## src/rtl/rom_16x4.sv

```systemverilog
// rom_16x4: 16-word x 4-bit read-only memory with a registered, enable-gated read port.
// Define ROM_PARITY_EN to add the registered even-parity output dout_par.
module rom_16x4 #(
  parameter int DATA_W = 4,
  parameter int ADDR_W = 4
) (
  input  logic              clk,
  input  logic              rst,
  input  logic              en,
  input  logic [ADDR_W-1:0] addr,
`ifdef ROM_PARITY_EN
  output logic              dout_par,
`endif
  output logic [DATA_W-1:0] dout
);

  generate
    if ((DATA_W != 4) || (ADDR_W != 4)) begin : g_bad_param
      $error("rom_16x4 supports only DATA_W=4 and ADDR_W=4");
    end
  endgenerate

  // Fixed contents; an address outside the table cannot occur with a 4-bit address.
  function automatic logic [DATA_W-1:0] rom_word(input logic [ADDR_W-1:0] a);
    case (a)
      4'h0:    rom_word = 4'hA;
      4'h1:    rom_word = 4'h3;
      4'h2:    rom_word = 4'h7;
      4'h3:    rom_word = 4'hF;
      4'h4:    rom_word = 4'h0;
      4'h5:    rom_word = 4'hC;
      4'h6:    rom_word = 4'h5;
      4'h7:    rom_word = 4'h9;
      4'h8:    rom_word = 4'h1;
      4'h9:    rom_word = 4'hE;
      4'hA:    rom_word = 4'h6;
      4'hB:    rom_word = 4'h2;
      4'hC:    rom_word = 4'h8;
      4'hD:    rom_word = 4'hD;
      4'hE:    rom_word = 4'h4;
      4'hF:    rom_word = 4'hB;
      default: rom_word = 4'h0;
    endcase
  endfunction

  function automatic logic parity_even(input logic [DATA_W-1:0] w);
    parity_even = ^w;
  endfunction

  logic [DATA_W-1:0] dout_d, dout_q;

  // Next read word: load from the table when enabled, otherwise hold (addr ignored).
  always_comb begin
    dout_d = dout_q;
    if (en) begin
      dout_d = rom_word(addr);
    end else begin
      dout_d = dout_q;
    end
  end

  // Read data register.
  always_ff @(posedge clk or negedge rst) begin
    if (!rst) begin
      dout_q <= {DATA_W{1'b0}};
    end else begin
      dout_q <= dout_d;
    end
  end

  assign dout = dout_q;

`ifdef ROM_PARITY_EN
  logic par_d, par_q;

  // Parity tracks the word being loaded so it always matches dout.
  always_comb begin
    par_d = par_q;
    if (en) begin
      par_d = parity_even(dout_d);
    end else begin
      par_d = par_q;
    end
  end

  // Parity register, updated in the same cycle as dout.
  always_ff @(posedge clk or negedge rst) begin
    if (!rst) begin
      par_q <= 1'b0;
    end else begin
      par_q <= par_d;
    end
  end

  assign dout_par = par_q;
`endif

endmodule

```

## config.mk

```make
export PLATFORM = sky130hd
export DESIGN_NAME = rom_16x4
export DESIGN_NICKNAME = d
export VERILOG_FILES = /design/src/rtl/rom_16x4.sv
export SDC_FILE = /design/constraint.sdc
export NUM_CORES = 1
export LEC_CHECK = 0
export CORE_AREA = 2 2 39 41
export CTS_CLUSTER_DIAMETER = 120
export DETAILED_ROUTE_END_ITERATION = 6
export DIE_AREA = 0 0 41 43
export MAX_ROUTING_LAYER = met4
export PLACE_DENSITY = 0.57
export RECOVER_POWER = 50
export SYNTH_ARGS = -nofsm -noshare
export SYNTH_HDL_FRONTEND = slang
export SYNTH_SLANG_ARGS = --single-unit
```

## constraint.sdc

```tcl
create_clock -name clk -period 1.3 [get_ports clk]
set_input_delay 0.13 -clock clk [delete_from_list [all_inputs] [get_ports clk]]
set_output_delay 0.13 -clock clk [all_outputs]
set_load 0.02 [all_outputs]
```

==> results of run 1 <==
## report_power, final
group	leakage, uW	switching, uW	internal, uW	total, uW
registers	0.0000485	6.91	140	147
logic	0.000191	64.7	61.7	126
clock network	0.0000138	46.0	103	149
total	0.000253	118	305	422
## timing repair
item,CTS,global route
hold buffers,0,0
setup buffers,0,0
endpoints found under the setup margin,4,1
endpoints found under the hold margin,0,0
resized for setup,4,4
## layer usage
layer  GRT usage  routed length (um)  up-vias
met5           -                   0        -
met4       0.100                   0        0
met2       0.113                 248       11
met3      0.0157                  53        0
li1            -                   -      154
met1       0.103                 293      114
## critical path, cell delays in order
cell,delay [ns]
clkdlybuf4s50_1,0.54
buf_4,0.21
o21ai_0,0.15
o311a_1,0.19
nor2_1,0.04
## layout by cell type, fill, tap and decap left out, drive strengths merged
master	instances
ha	5
o21ai	4
dfrtp	4
dlygate4sd2	4
buf	4
nand2	4
nor2	3
clkbuf	3
clkdlybuf4s50	3
inv	3
a21oi	3
a221o	2
dlymetal6s2s	2
nand2b	2
a31oi	1
or2b	1
o311a	1
dlygate4sd3	1
## worst max-delay path by stage
stage,slack [ns],to,cells after the start
after floorplan,0.35,dout[3],4
after global placement,-0.21,dout[3],5
after detailed placement,-0.22,dout[3],5
after CTS,0.02,dout[3],5
after global routing,0.04,dout[2],5
final,0.16,dout[2],5
## cells by family (layout without fill, tap and decap cells)
logic type | count (synthesis) | in the layout | share of synthesized area
and+or+nand+nor | 10 | 10 | 0.191
DFF | 4 | 4 | 0.311
buffers and inverters | 4 | 20 | 0.0700
adders and majority gates | 5 | 5 | 0.195
AOI/OAI and AO/OA | 11 | 11 | 0.233
## stage by stage
step | setup TNS, ns | area [um2]
2_1_floorplan | 0 | 322
3_3_place_gp | -0.466 | 460
3_5_place_dp | -0.479 | 460
4_1_cts | 0 | 478
5_1_grt | 0 | 483
6_report | 0 | 483
## cell type report
type                            count  share of cell area
Clock buffer                        3              0.0466
Inverter                            3              0.0233
Multi-Input combinational cell     26               0.412
Sequential cell                     4               0.207
Tap cell                           16              0.0415
Timing Repair Buffer               14               0.269
==> impl_metrics.py, run 1 <==
metrics = {
    "synthesis": {
        "synthTopCellsByArea": "dfrtp_1 31%, ha_1 19%, a221o_1 6.2%",
        "synth_area_leader_cell": "dfrtp_1",
        "ys_ff_latch": 4,
        "synth_edf_count": 0,
        "ys.flop_type": "dfrtp_1",
        "synth_area_per_cell_um2": 9.46,
        "netlist-cell-type-count": 16,
        "synth.most_common_cell": "ha_1",
        "ys_warn_count": 0,
        "ys_top_cells_by_count": "5 x ha_1, 4 x dfrtp_1, 4 x o21ai_0",
        "synth_area_um2": 322,
        "seq_area_frac_synth": 0.311,
        "synth_top_area_frac": 0.311,
        "synthCells": 34,
        "syn-num-nets": 46,
        "synthArstFlopShare": 1.00,
    },
    "worst_setup_path": {
        "start_kind": "primary input",
        "critical_path_class": "in2reg",
        "reg2reg_to": "dout[3]",
        "cp_max_fo": 8,
        "worstSetupEndpointType": "register",
        "cp.arrival_ns": 1.26,
        "required_ns": 1.42,
        "r2r_start": "dout[3]",
        "startpoint": "addr[2]",
        "rrSetupSlack_ns": 0.48,
        "reg2reg_depth": 1,
    },
    "cts": {
        "cts-root-buf": "clkbuf_4",
        "cts_tree": "done",
        "cts_buffers": 3,
        "ctsLongestPathBuffers": 2,
        "clk_pin_slew_ns": 0.04,
        "worst_skew_pair.late_latency_ns": 0.23,
        "htree_levels": 1,
        "clock-sinks": 4,
    },
    "global_routing": {
        "grt_max_degree": 9,
        "grt_usage": 0.0886,
        "grt_pass1_wl_um": 993,
        "grt_pass1_vias": 264,
        "antenna_found_initial": 0,
        "gr-total-overflow": 0,
    },
    "final_layout": {
        "utilization": 0.349,
        "multi_input_area_um2": 199,
        "seq_area_um2": 100,
        "num-fill-cells": 154,
        "largest_reg_flops": 4,
        "area_growth_pct": 50.2,
        "drive_gt1_frac": 0.240,
        "stdcell_count": 66,
        "final_nets": 64,
        "antennaDiodeCount": 0,
    },
    "sta": {
        "hold_viol": 0,
        "setup_slack_ns": 0.158,
        "finalCritPeriodShare": 0.879,
        "slew-limit-headroom": 0.819,
        "setup-violations-final": 0,
        "tightest_slew_ns": 0.270,
        "clock_skew_ns": 0,
        "rsz0062_at_grt": "no",
        "whs_ns": 0.169,
        "min_period_ns": 1.14,
        "final_max_slew_viol_count": 0,
        "fmaxAchievable_ghz": 0.876,
    },
    "worst_hold_path": {
        "worstHoldPathType": "in2async",
    },
    "placement": {
        "place_ws_ns": -0.222,
        "place.gp.congestion": 0.761,
        "io_buffers": 10,
        "hpwl_um": 484,
        "place_inst": 63,
    },
    "power_and_ir_drop": {
        "total_power_uw": 422,
        "worst_ir_drop_vdd_v": 0.000247,
        "power_density_mw_per_mm2": 875,
        "p_leak_uw": 0.000253,
    },
    "route": {
        "postRouteAntennaNets": 0,
        "dr.pass1.iters": 2,
        "drc": 0,
        "num_vias": 279,
        "avgViaCountPerCell": 4.23,
        "routed_wl_um": 595,
        "detail_route.iter0.violations": 1,
        "wl_per_cell_um": 9.02,
    },
    "floorplanning": {
        "dieArea_mm2": 0.00176,
        "rows": 14,
        "io_pins": 11,
        "start_util": 0.232,
        "die_width_um": 41,
        "core-area_mm2": 0.00138,
        "die_h_um": 43,
    },
    "status": {
        "outcome": "completed",
    },
    "job": {
        "cap_violations": 0,
    },
}
Power figures use the tool's default switching activity.
==> run 2, diff against run 1 <==
--- a/config.mk
+++ b/config.mk
@@ -6,12 +6,14 @@
 export NUM_CORES = 1
 export LEC_CHECK = 0
 export CORE_AREA = 2 2 39 41
+export CTS_BUF_LIST = sky130_fd_sc_hd__clkbuf_8 sky130_fd_sc_hd__clkbuf_16
 export CTS_CLUSTER_DIAMETER = 120
 export DETAILED_ROUTE_END_ITERATION = 6
 export DIE_AREA = 0 0 41 43
 export MAX_ROUTING_LAYER = met4
 export PLACE_DENSITY = 0.57
 export RECOVER_POWER = 50
+export SKIP_CTS_REPAIR_TIMING = 1
 export SYNTH_ARGS = -nofsm -noshare
 export SYNTH_HDL_FRONTEND = slang
 export SYNTH_SLANG_ARGS = --single-unit
==> run 2 against run 1 <==
Via count is 1.1% lower. Combinational power hardly changed. Clock power is 71% higher. Hold slack better by 0.018 ns. Largest power group unchanged. Sequential share of layout area is 0.68 points lower. Clock skew stayed put. Register-to-register slack hardly changed.
==> impl_metrics.py, run 2 (synthesized netlist as in run 1, its figures left out) <==
metrics = {
    "final_layout": {
        "area_growth_pct": 55.3,
        "largest_reg_flops": 4,
        "num-fill-cells": 151,
        "layout_common_cells": "5 x ha_1, 4 x o21ai_0, 4 x dfrtp_1, 4 x dlymetal6s2s_1, 4 x buf_4",
        "drive_gt1_frac": 0.240,
        "antennaDiodeCount": 0,
        "final_nets": 64,
        "final_common_cell": "ha_1",
        "stdcell_area_um2": 499,
    },
    "floorplanning": {
        "dieArea_mm2": 0.00176,
        "rows": 14,
        "start_util": 0.232,
        "core-area_mm2": 0.00138,
        "die_h_um": 43,
        "die_width_um": 41,
        "io_pins": 11,
    },
    "sta": {
        "setup_slack_ns": 0.138,
        "min_period_ns": 1.16,
        "hold_viol": 0,
        "finalCritPeriodShare": 0.894,
        "slew-limit-headroom": 0.817,
        "final_max_slew_viol_count": 0,
        "rsz0062_at_grt": "no",
        "tightest_slew_ns": 0.273,
        "clock_skew_ns": 0,
        "finalSetupTns_ns": 0,
        "setup-violations-final": 0,
        "fmaxAchievable_ghz": 0.861,
    },
    "route": {
        "drc": 0,
        "postRouteAntennaNets": 0,
        "met1_length_um": 301,
        "routed_wl_um": 617,
        "met3_length_um": 65,
        "detail_route.iter0.violations": 1,
        "num_vias": 276,
        "dr.pass1.iters": 2,
        "highest_layer": "met3",
        "wl_per_cell_um": 9.35,
        "avgViaCountPerCell": 4.18,
        "wl_met2_um": 250,
    },
    "global_routing": {
        "gr-total-overflow": 0,
        "grt_usage": 0.0927,
        "grt_max_degree": 9,
        "antenna_found_initial": 0,
        "grt_pass1_wl_um": 1020,
        "grt_pass1_vias": 264,
    },
    "worst_setup_path": {
        "cp.arrival_ns": 1.26,
        "path_buf_inv": 2,
        "crit_slowest_cell": "clkdlybuf4s50_1",
        "critical_path_class": "in2reg",
        "startpoint": "addr[2]",
        "required_ns": 1.40,
        "timing.critical_path.slowest_cell_delay_ns": 0.54,
        "r2r_start": "dout[0]",
        "cp_max_fo": 8,
        "worstSetupEndpointType": "register",
        "start_kind": "primary input",
        "worstPathCellList": "clkdlybuf4s50_1 -> buf_4 -> o21ai_0 -> o311a_1 -> nor2_1",
        "path_delay_family": "buffers and inverters",
    },
    "cts": {
        "cts_buffers": 3,
        "cts-root-buf": "clkbuf_8",
        "cts_tree": "done",
        "clock-sinks": 4,
        "htree_levels": 1,
        "clk_pin_slew_ns": 0.03,
        "worst_skew_pair.late_latency_ns": 0.21,
        "ctsLongestPathBuffers": 2,
    },
    "placement": {
        "dpl-instance-area_um2": 460,
        "io_buffers": 10,
        "hpwl_um": 484,
        "place_ws_ns": -0.222,
        "place.gp.congestion": 0.761,
    },
    "power_and_ir_drop": {
        "power_density_mw_per_mm2": 1060,
        "worst_ir_drop_vdd_v": 0.000313,
        "p_leak_uw": 0.000268,
        "total_power_uw": 529,
    },
    "job": {
        "cap_violations": 0,
    },
    "status": {
        "outcome": "completed",
    },
    "worst_hold_path": {
        "worstHoldPathType": "in2async",
    },
}
run 2: cell types whose count changed in the layout (fill, tap and decap cells not counted), sizes merged:
| cell | change |
|---|---|
| dlygate4sd2 | -4 |
| clkbuf | +2 |
| dlymetal6s2s | +2 |
run 2: final timing paths:
kind / end / slack [ns] / cells after the start
hold reg to reg: dout[1] / 0.48 / 2
hold / removal: dout[2] / 0.19 / 1
max in group asynchronous: dout[3] / 0.95 / 1
setup reg to reg: dout[0] / 0.48 / 1
setup / recovery: dout[2] / 0.14 / 5
min in group clk: dout[0] / 0.43 / 5
run 2: power breakdown:
part	internal, uW	leakage (uW)	switching [uW]
Clock	197	0.0000216	57.7
Sequential	141	0.0000485	7.25
Combinational	62.0	0.000198	65.2
run 2: cell type report:
| type | instances | area (um2) | area share |
|---|---|---|---|
| Multi-Input combinational cell | 26 | 199 | 0.398 |
| Clock buffer | 3 | 41.3 | 0.0827 |
| Tap cell | 16 | 20.0 | 0.0401 |
| Sequential cell | 4 | 100 | 0.201 |
| Timing Repair Buffer | 14 | 128 | 0.256 |
| Inverter | 3 | 11.3 | 0.0226 |
run 2: per-layer routing:
layer | global-route usage | vias to the layer above
li1 | - | 152
met1 | 0.106 | 113
met2 | 0.113 | 11
met3 | 0.0314 | 0
met4 | 0.100 | 0
met5 | - | -
run 2: per-stage QoR:
stage / instances / utilization / hold WS (ns)
CTS: 66 / 0.363 / 0.119
floorplan: 34 / - / -0.166
finish: 66 / 0.361 / 0.187
global route: 66 / 0.361 / 0.209
global placement: 63 / 0.333 / 0.344
detailed placement: 63 / 0.333 / 0.343
